### src/rtl/ps2_frame_rx_pkg.sv
// Shared types for the PS/2 receive path: frame FSM states and the buffered key event.
package ps2_pkg;

    typedef enum logic [1:0] {IDLE, DATA, PARITY, STOP} ps2_state_t;

    typedef struct packed {
        logic       ext;
        logic       rel;
        logic [7:0] code;
    } ps2_event_t;

    localparam logic [7:0] PS2_PREFIX_EXT = 8'hE0;
    localparam logic [7:0] PS2_PREFIX_REL = 8'hF0;

    // Odd parity: the data bits together with the parity bit hold an odd number of ones.
    function automatic logic odd_parity_ok(input logic [7:0] data, input logic par);
        return ^{data, par};
    endfunction

endpackage

### src/rtl/ps2_event_fifo.sv
// Small synchronous FIFO of key events; extra pointer MSB tells full from empty.
module ps2_event_fifo
    import ps2_pkg::*;
#(
    parameter int DEPTH = 4
) (
    input  logic       clk,
    input  logic       reset,
    input  logic       push_i,
    input  logic       pop_i,
    input  ps2_event_t data_i,
    output ps2_event_t data_o,
    output logic       empty_o,
    output logic       full_o
);

    localparam int AW = $clog2(DEPTH);
    localparam logic [AW:0] PTR_ONE = (AW+1)'(1);

    logic [AW:0] wr_ptr_q, rd_ptr_q;
    ps2_event_t  mem_q [DEPTH];
    logic        do_push, do_pop;

    assign empty_o = (wr_ptr_q == rd_ptr_q);
    assign full_o  = (wr_ptr_q[AW] != rd_ptr_q[AW]) &&
                     (wr_ptr_q[AW-1:0] == rd_ptr_q[AW-1:0]);
    assign do_pop  = pop_i & ~empty_o;
    // A pop frees the head slot in the same cycle, so a full FIFO still takes the push.
    assign do_push = push_i & (~full_o | do_pop);
    assign data_o  = mem_q[rd_ptr_q[AW-1:0]];

    always_ff @(posedge clk) begin
        if (reset) begin
            wr_ptr_q <= '0;
            rd_ptr_q <= '0;
        end else begin
            if (do_push) wr_ptr_q <= wr_ptr_q + PTR_ONE;
            if (do_pop)  rd_ptr_q <= rd_ptr_q + PTR_ONE;
        end
    end

    always_ff @(posedge clk) begin
        if (do_push) mem_q[wr_ptr_q[AW-1:0]] <= data_i;
    end

endmodule

### src/rtl/ps2_frame_rx.sv
// PS/2 frame receiver: pin sync, clock debounce, frame FSM with timeout, prefix folding, event FIFO.
//  state  | meaning
//  IDLE   | waiting for a start bit (data low on a clock fall)
//  DATA   | shifting 8 data bits, LSB first
//  PARITY | capturing the parity bit
//  STOP   | checking parity and stop bit, decoding the byte
module ps2_frame_rx
    import ps2_pkg::*;
#(
    parameter int FILTER_LEN     = 8,
    parameter int TIMEOUT_CYCLES = 5000,
    parameter int FIFO_DEPTH     = 4
) (
    input  logic       clk,
    input  logic       reset,
    input  logic       ps2_clk,
    input  logic       ps2_data,
    output logic [7:0] ev_code,
    output logic       ev_release,
    output logic       ev_extended,
    output logic       ev_valid,
    input  logic       ev_ready,
    output logic       parity_err,
    output logic       frame_err,
    output logic       timeout_err,
    output logic       overflow,
    input  logic       clear_ovf
);

    localparam int FW = $clog2(FILTER_LEN + 1);
    localparam int TW = $clog2(TIMEOUT_CYCLES + 1);
    localparam logic [FW-1:0] FILT_LAST = FW'(FILTER_LEN - 1);
    localparam logic [FW-1:0] FILT_ONE  = FW'(1);
    localparam logic [TW-1:0] TMO_LOAD  = TW'(TIMEOUT_CYCLES);
    localparam logic [TW-1:0] TMO_ONE   = TW'(1);

    logic [1:0]    clk_s_q, dat_s_q;
    logic          filt_q, filt_d;
    logic [FW-1:0] filt_cnt_q, filt_cnt_d;
    ps2_state_t    state_q, state_d;
    logic [2:0]    bit_cnt_q, bit_cnt_d;
    logic [7:0]    shift_q, shift_d;
    logic          par_q, par_d;
    logic [TW-1:0] timer_q, timer_d;
    logic          ext_q, ext_d, rel_q, rel_d;
    logic          perr_q, perr_d, ferr_q, ferr_d, terr_q, terr_d;
    logic          ovf_q, ovf_d;
    logic          fall, data_bit, push, pop, fifo_empty, fifo_full;
    ps2_event_t    ev_in, ev_head;

    // Filtered level only flips after FILTER_LEN consecutive differing samples.
    always_comb begin
        filt_d     = filt_q;
        filt_cnt_d = '0;
        if (clk_s_q[1] != filt_q) begin
            if (filt_cnt_q == FILT_LAST) filt_d = clk_s_q[1];
            else                         filt_cnt_d = filt_cnt_q + FILT_ONE;
        end
    end

    assign fall     = filt_q & ~filt_d;
    assign data_bit = dat_s_q[1];

    always_comb begin
        state_d   = state_q;
        bit_cnt_d = bit_cnt_q;
        shift_d   = shift_q;
        par_d     = par_q;
        timer_d   = timer_q;
        ext_d     = ext_q;
        rel_d     = rel_q;
        perr_d    = 1'b0;
        ferr_d    = 1'b0;
        terr_d    = 1'b0;
        push      = 1'b0;
        if (state_q == IDLE) begin
            timer_d = '0;
            if (fall && !data_bit) begin
                state_d   = DATA;
                bit_cnt_d = '0;
                timer_d   = TMO_LOAD;
            end
        end else if (fall) begin
            timer_d = TMO_LOAD;
            case (state_q)
                DATA: begin
                    shift_d   = {data_bit, shift_q[7:1]};
                    bit_cnt_d = bit_cnt_q + 3'd1;
                    if (bit_cnt_q == 3'd7) state_d = PARITY;
                end
                PARITY: begin
                    par_d   = data_bit;
                    state_d = STOP;
                end
                default: begin
                    state_d = IDLE;
                    timer_d = '0;
                    if (!odd_parity_ok(shift_q, par_q)) perr_d = 1'b1;
                    else if (!data_bit)                 ferr_d = 1'b1;
                    else if (shift_q == PS2_PREFIX_EXT) ext_d  = 1'b1;
                    else if (shift_q == PS2_PREFIX_REL) rel_d  = 1'b1;
                    else begin
                        push  = 1'b1;
                        ext_d = 1'b0;
                        rel_d = 1'b0;
                    end
                end
            endcase
        end else if (timer_q <= TMO_ONE) begin
            state_d = IDLE;
            timer_d = '0;
            terr_d  = 1'b1;
        end else begin
            timer_d = timer_q - TMO_ONE;
        end
    end

    assign ev_in.ext  = ext_q;
    assign ev_in.rel  = rel_q;
    assign ev_in.code = shift_q;
    assign pop        = ev_valid & ev_ready;

    // A same-cycle drop beats clear_ovf.
    always_comb begin
        ovf_d = ovf_q;
        if (push && fifo_full && !pop) ovf_d = 1'b1;
        else if (clear_ovf)            ovf_d = 1'b0;
    end

    always_ff @(posedge clk) begin
        if (reset) begin
            clk_s_q    <= 2'b11;
            dat_s_q    <= 2'b11;
            filt_q     <= 1'b1;
            filt_cnt_q <= '0;
            state_q    <= IDLE;
            bit_cnt_q  <= '0;
            shift_q    <= '0;
            par_q      <= 1'b0;
            timer_q    <= '0;
            ext_q      <= 1'b0;
            rel_q      <= 1'b0;
            perr_q     <= 1'b0;
            ferr_q     <= 1'b0;
            terr_q     <= 1'b0;
            ovf_q      <= 1'b0;
        end else begin
            clk_s_q    <= {clk_s_q[0], ps2_clk};
            dat_s_q    <= {dat_s_q[0], ps2_data};
            filt_q     <= filt_d;
            filt_cnt_q <= filt_cnt_d;
            state_q    <= state_d;
            bit_cnt_q  <= bit_cnt_d;
            shift_q    <= shift_d;
            par_q      <= par_d;
            timer_q    <= timer_d;
            ext_q      <= ext_d;
            rel_q      <= rel_d;
            perr_q     <= perr_d;
            ferr_q     <= ferr_d;
            terr_q     <= terr_d;
            ovf_q      <= ovf_d;
        end
    end

    ps2_event_fifo #(.DEPTH(FIFO_DEPTH)) u_fifo (
        .clk     (clk),
        .reset   (reset),
        .push_i  (push),
        .pop_i   (pop),
        .data_i  (ev_in),
        .data_o  (ev_head),
        .empty_o (fifo_empty),
        .full_o  (fifo_full)
    );

    assign ev_valid    = ~fifo_empty;
    assign ev_code     = ev_valid ? ev_head.code : 8'h00;
    assign ev_release  = ev_valid & ev_head.rel;
    assign ev_extended = ev_valid & ev_head.ext;
    assign parity_err  = perr_q;
    assign frame_err   = ferr_q;
    assign timeout_err = terr_q;
    assign overflow    = ovf_q;

endmodule

### config.mk
export PLATFORM = sky130hd
export DESIGN_NAME = ps2_frame_rx
export DESIGN_NICKNAME = d
export VERILOG_FILES = /design/src/rtl/ps2_frame_rx_pkg.sv /design/src/rtl/ps2_event_fifo.sv /design/src/rtl/ps2_frame_rx.sv
export SDC_FILE = /design/constraint.sdc
export NUM_CORES = 1
export LEC_CHECK = 0
export BUFFER_PORTS_ARGS = -buffer_cell sky130_fd_sc_hd__buf_2
export CAP_MARGIN = 15
export CORE_ASPECT_RATIO = 2
export CORE_UTILIZATION = 29
export CTS_CLUSTER_DIAMETER = 120
export DETAILED_ROUTE_END_ITERATION = 7
export GPL_ROUTABILITY_DRIVEN = 0
export PLACE_DENSITY = 0.51
export SKIP_CTS_REPAIR_TIMING = 1
export SYNTH_ARGS = -nofsm -noshare
export SYNTH_HDL_FRONTEND = slang
export SYNTH_SLANG_ARGS = --single-unit
### constraint.sdc
create_clock -name clk -period 3.3 [get_ports clk]
set_input_delay 0.165 -clock clk [delete_from_list [all_inputs] [get_ports clk]]
set_output_delay 0.165 -clock clk [all_outputs]
set_load 0.03 [all_outputs]
; After elaboration in Yosys (flattened, before gate mapping)
; Memory sizes are Yosys's and may differ from the RTL's. A register that Yosys moved wholly into a read port is not among the register bits.
; Index checks and enable logic that the tools add are counted.
[word_totals]
regBits = 48
latch_bits = 0
ramBits = 40
romBits = 0
in_bits = 6
output_inout_bits = 15
mem_count = 1
[memory_table]
columns = name, words, word_bits, rd, rd_clocked_by_memory_dff, wr, line_no
row1 = u_fifo.mem_q, 4, 10, 1, 1, 1, ps2_event_fifo.sv:21  ; ps2_event_t mem_q [DEPTH];
[classes]
addsub = 5
multipliers = 0
n_div = 0
order_cmp = 1
n_eq_ne = 13
shift = 0
n_mux = 37
bitwise_logic = 16
n_reduce_logical = 23
[ops]
columns = operator, n
row1 = 2-to-1 mux 13 bit, 5
row2 = 2-to-1 mux 1 bit, 19
row3 = == test 8 bit (second input constant), 2
row4 = 2-to-1 mux 2 bit, 7
row5 = less-or-equal comparator 13 x 1 -> 1 bit (second input constant), 1
row6 = subtractor 13 x 1 -> 13 bit (second input constant), 1
row7 = 2-to-1 mux 3 bit, 4
row8 = AND reduction 3 bit, 4
row9 = AND reduction 6 bit, 2
row10 = adder 3 x 1 -> 3 bit (second input constant), 3
row11 = inverter 1 bit, 9
row12 = XOR reduction 9 bit, 1
row13 = 2-to-1 mux 8 bit, 1
row14 = AND 1 bit, 6
row15 = nonzero test 2 bit, 3
row16 = OR reduction 3 bit, 2
row17 = OR reduction 6 bit, 1
row18 = OR reduction 5 bit, 1
row19 = adder 4 x 1 -> 4 bit (second input constant), 1
row20 = == test 4 x 3 -> 1 bit (second input constant), 1
row21 = logical AND 1 bit, 4
row22 = inequality test 4 bit (second input constant), 1
row23 = one-hot mux 2 bit (2 select lines), 1
row24 = == test 3 bit, 1
row25 = 12 further kinds, 14

; Depth between registers and ports, before layout
[logic_depth]
depth_word = 11
mapped_depth = 7

; By module
; From an unflattened synthesis, not the netlist that was laid out.
[unflattened]
cells_unflattened = 327
hier_area_um2 = 3950.0
[modules_own_cells]
columns = module, n_inst, cells_per_inst, area_each_um2, seq_area_each_um2
row1 = ps2_event_fifo, 1, 107, 1984.4, 1361.3
row2 = ps2_frame_rx, 1, 220, 1965.6, 840.8

; Worst setup path before layout
; No wires, ideal clock.
[synth_path]
path_type = register to register
from = reg state_q[0]
to = mem u_fifo.mem_q[3][0] (netlist bit), enable pin
setup_time_ns = 0.390
t_arrival_ns = 2.276
required_time_ns = 2.910
setup_slack_ns = 0.634
path_stages_with_launch = 7
path_buffers = 0
cell_sequence = dfxtp_1 > inv_1 > ha_1 > or3b_4 > nor4b_4 > nand3_2 > nor3_1
[synth_between]
elab_chain_cells = 8
elab_cells_between_ends = 10
classes_between = eq/ne (2) / mux (5) / bitwise (1) / reduce/logical (2)
[synth_rtl]
columns = element, line_no
row1 = start: declaration, ps2_frame_rx.sv:40  ; ps2_state_t state_q, state_d;
row2 = start signal: assignment, ps2_frame_rx.sv:152  ; state_q <= state_d;
row3 = == test 2 bit or == test 2 x 1 -> 1 bit (tied branches), ps2_frame_rx.sv:85  ; case (state_q)
row4 = OR reduction 2 bit (no line), -
row5 = 2-to-1 mux 1 bit, ps2_frame_rx.sv:85
row6 = 2-to-1 mux 1 bit, ps2_frame_rx.sv:83  ; end else if (fall) begin
row7 = 2-to-1 mux 1 bit (*), ps2_frame_rx.sv:76  ; if (state_q == IDLE) begin
row8 = AND 1 bit (*), ps2_event_fifo.sv:29  ; assign do_push = push_i & (~full_o | do_pop);
row9 = 2-to-1 mux 1 bit (*), ps2_event_fifo.sv:43  ; if (do_push) mem_q[wr_ptr_q[AW-1:0]] <= data_i;
row10 = 2-to-1 mux 1 bit (not written as such) (*), ps2_event_fifo.sv:43
row11 = end: declaration, ps2_event_fifo.sv:21
; Every way passes the cells marked *; elsewhere a longest branch is shown, timed or not.

; Worst setup path after layout
[layout_path]
from = reg state_q[0]
to = mem u_fifo.mem_q[1][0] (netlist bit), enable pin
; The elaborated chain is that of the path after synthesis.

==> metrics.md <==
| Metric | Value |
|---|---|
| Top FF cell, synth | `dfxtp_1` |
| Pre-CTS setup slack | `0.410 ns` |
| Vias in the first global route | `approximately 2,400` |
| Multi-input logic area | `between 1500 and 2000 sq um` |
| Tmin final | `between 2 and 3 ns` |
| Setup TNS | `0 ns` |
| Core Area | `12,600 sq um` |
| Pre-antenna DRT Iters | `4` |
| Initial antenna violation count | `0` |
| Met1 wire length | `between 2000 and 3000 um` |
| Post-Syn Instances | `about 320` |
| Via count | `2,332` |
| Worst min path class | `primary input to register` |
| Yosys cell types | `46` |
| Port Buf Inserts | `20` |
| Power density over the cells | `between 400 and 500 nW/um^2` |
| Fin crit share | `0.869` |
| IO Pins | `21` |
| Worst slew margin | `0.530` |
| Maximum clock rate | `about 350 MHz` |
| Clk_lat worst skew | `roughly 0.34 ns` |
| CP max-delay cell | `and2_1` |
| GR Overflow Total | `0` |
| DR WL/cell | `between 10 and 15 um` |
| Die width | `82.8 um` |
| #FFs+latches synth | `90` |
| WS Path Type | `register to register` |
| Finished Layout Cells | `496` |
| RSZ-0062 raised after global routing | `false` |
| Worst setup margin | `~0.43 ns` |
| Sequential element share of the synthesized area | `0.582` |
| Layout area overhead | `14.4%` |
| Worst setup EP type | `register` |
| Initial Utilization | `0.300` |
| CP max stage delay | `around 0.49 ns` |
| Slew Viols, Final | `0` |
| Placed Cells | `480` |
| DIE AREA | `approximately 14,000 sq um` |
| Max cap viols | `0` |
| Crit-path cells | `inv_1, ha_1, or3b_4, nor4b_4, nand2_1, nor3_4, and2_1` |
| Synthesized area | `3790 sq um` |
| Largest net degree at the start of global routing | `37` |
| First-pass GRT wire length | `approximately 12,000 um` |
| WL final | `around 7000 um` |
| Finish-stage setup viols | `0` |
| Routed Antenna Nets | `0` |
| Fin. Hold Viols | `0` |
| Vias/cell | `4.70` |
| Clock root cell | `clkbuf_16` |
| Layout cells sized above 1 | `0.165` |
| Filler Cell Count | `approximately 1,300` |
| Total track usage | `0.119` |
| Met3 routed WL | `~150 um` |
| R2R setup slack | `around 0.43 ns` |
| Number of synthesized flops with an enable pin | `40` |
| Nature of the critical path startpoint | `register` |
| Leakage | `around 1.6 nW` |
| Clock slew at reported path FFs | `approximately 0.060 ns` |
| Post-Syn Area per Cell | `roughly 12 sq um` |
| Chip Height | `roughly 160 um` |
| Clock Skew | `about 0.0091 ns` |
| Rows | `58` |
| Initial DRC count | `93` |
| Nets@finish | `360` |
| # diodes | `0` |
| Longest Clk Path Bufs | `2` |
| Met2 wire length | `4140 um` |
| Yosys synthesis warning count | `0` |
| Sink Count | `90` |
| Mapped Nets | `335` |
| CP Data Required Time | `approximately 3.3 ns` |
| Drt drc | `0` |
| Post-synthesis async set-or-reset flop share | `0` |
| Post-DP HPWL | `~5300 um` |
| WP data arrival | `between 2 and 3 ns` |
| Status | `completed` |
| Sequential cell area | `between 2000 and 2500 sq um` |
| DR top layer | `met4` |
| CTS tree | `built` |
| Htree depth | `3` |
| Inserted Clock Buffers | `9` |
| Worst vdd ir | `~0.00027 V` |
| CP max FO | `10` |
| Slew @ Worst Pin | `just over 0.7 ns` |
synthesized netlist by cell type (2+ instances only):
cell type / count / area share
dfxtp_1: 50 / 0.26
edfxtp_1: 40 / 0.32
nor2_1: 36 / 0.036
nand2_1: 30 / 0.030
xnor2_1: 15 / 0.035
and2_1: 13 / 0.021
ha_1: 13 / 0.043
a21oi_1: 12 / 0.016
mux4_2: 10 / 0.059
inv_1: 9 / 0.0089
o21ai_0: 8 / 0.011
xor2_1: 8 / 0.019
nor4_1: 7 / 0.012
nand2b_1: 6 / 0.0099
clkbuf_1: 5 / 0.0050
nor3_1: 5 / 0.0066
nand3b_1: 4 / 0.0079
or2_2: 4 / 0.0066
a211oi_1: 3 / 0.0059
mux2i_1: 3 / 0.0079
nand3_1: 3 / 0.0040
a22oi_1: 2 / 0.0040
a31oi_1: 2 / 0.0033
and3_1: 2 / 0.0033
buf_1: 2 / 0.0020
buf_2: 2 / 0.0026
nor4b_1: 2 / 0.0046
or3_1: 2 / 0.0033
worst max-delay path: cells and delay by family, from the launching register on:
kind	cells	cell delay, ns
fa+ha+maj	1	0.30
buf+inv	1	0.08
flops	1	0.34
simple gates	5	1.79
cell families after synthesis:
family | synth area share
mux | 0.0704
buf+inv | 0.0185
compound gates | 0.0585
simple gates | 0.169
flops | 0.582
xor+xnor | 0.0592
fa+ha+maj | 0.0430
sequential cells by signal (all words and copies together) (netlist names), 2 cells and up, named ones only:
| register | count |
|---|---|
| u_fifo.mem_q | 40 |
| timer_q | 13 |
| shift_q | 8 |
| filt_cnt_q | 4 |
| bit_cnt_q | 3 |
| u_fifo.rd_ptr_q | 3 |
| u_fifo.wr_ptr_q | 3 |
| clk_s_q | 2 |
| dat_s_q | 2 |
| state_q | 2 |
layout make-up:
class                      instances  share of cell area
tap                              150              0.0433
clock inverter                     6             0.00982
timing repair buffer              23              0.0283
multi-input combinational        208               0.350
inverter                           9             0.00780
sequential                        90               0.508
clock buffer                      10              0.0529
per-layer routing:
layer / up-vias / GRT usage
li1: 1171 / -
met1: 1123 / 0.110
met2: 26 / 0.231
met3: 12 / 0.0235
met4: 0 / 0.0588
met5: - / 0
cells in the final DEF, fill, tap and decap left out, types with 2 or more instances in the layout:
| cell type | count |
|---|---|
| nand2_1 | 30 |
| and2_1 | 13 |
| nand3_1 | 3 |
| nor4_1 | 7 |
| mux2i_1 | 3 |
| or2_2 | 4 |
| nand2b_1 | 6 |
| edfxtp_1 | 40 |
| a31oi_1 | 2 |
| a22oi_1 | 2 |
| o21ai_0 | 8 |
| buf_4 | 3 |
| clkbuf_16 | 9 |
| nor3_1 | 5 |
| dfxtp_1 | 50 |
| xnor2_1 | 15 |
| a211oi_1 | 3 |
| mux4_2 | 10 |
| inv_1 | 9 |
| and3_1 | 2 |
| clkinvlp_4 | 2 |
| ha_1 | 13 |
| nor2_1 | 36 |
| or3_1 | 2 |
| nor4b_1 | 2 |
| xor2_1 | 8 |
| a21oi_1 | 12 |
| buf_2 | 20 |
| nand3b_1 | 4 |
| clkinv_2 | 2 |
path summary, 6_finish.rpt:
kind	from	endpoint	cells after the start
max	state_q[0]	u_fifo.mem_q[1][0]	7
min	ps2_clk	clk_s_q[0]	2
max reg2reg	state_q[0]	u_fifo.mem_q[1][0]	7
min reg2reg	clk_s_q[0]	clk_s_q[1]	1
power breakdown:
group / switching (mW) / internal (mW) / leakage [nW]
logic: 0.00994 / 0.00587 / 0.724
registers: 0.00186 / 1.16 / 0.774
clock network: 0.414 / 0.511 / 0.129
stage by stage:
step                      total power, mW  instance area (sq um)  utilization  hold WS, ns
final                                2.10                   4330        0.343       0.0127
after global routing                 2.17                   4330        0.343       0.0112
after CTS                            2.12                   4330        0.343      0.00347
after detailed placement             1.20                   4060        0.322        0.356
after global placement               1.20                   4060        0.322        0.357
after floorplan                      1.19                   3790            -        0.269
No activity file was read; power rests on OpenSTA's default activity.
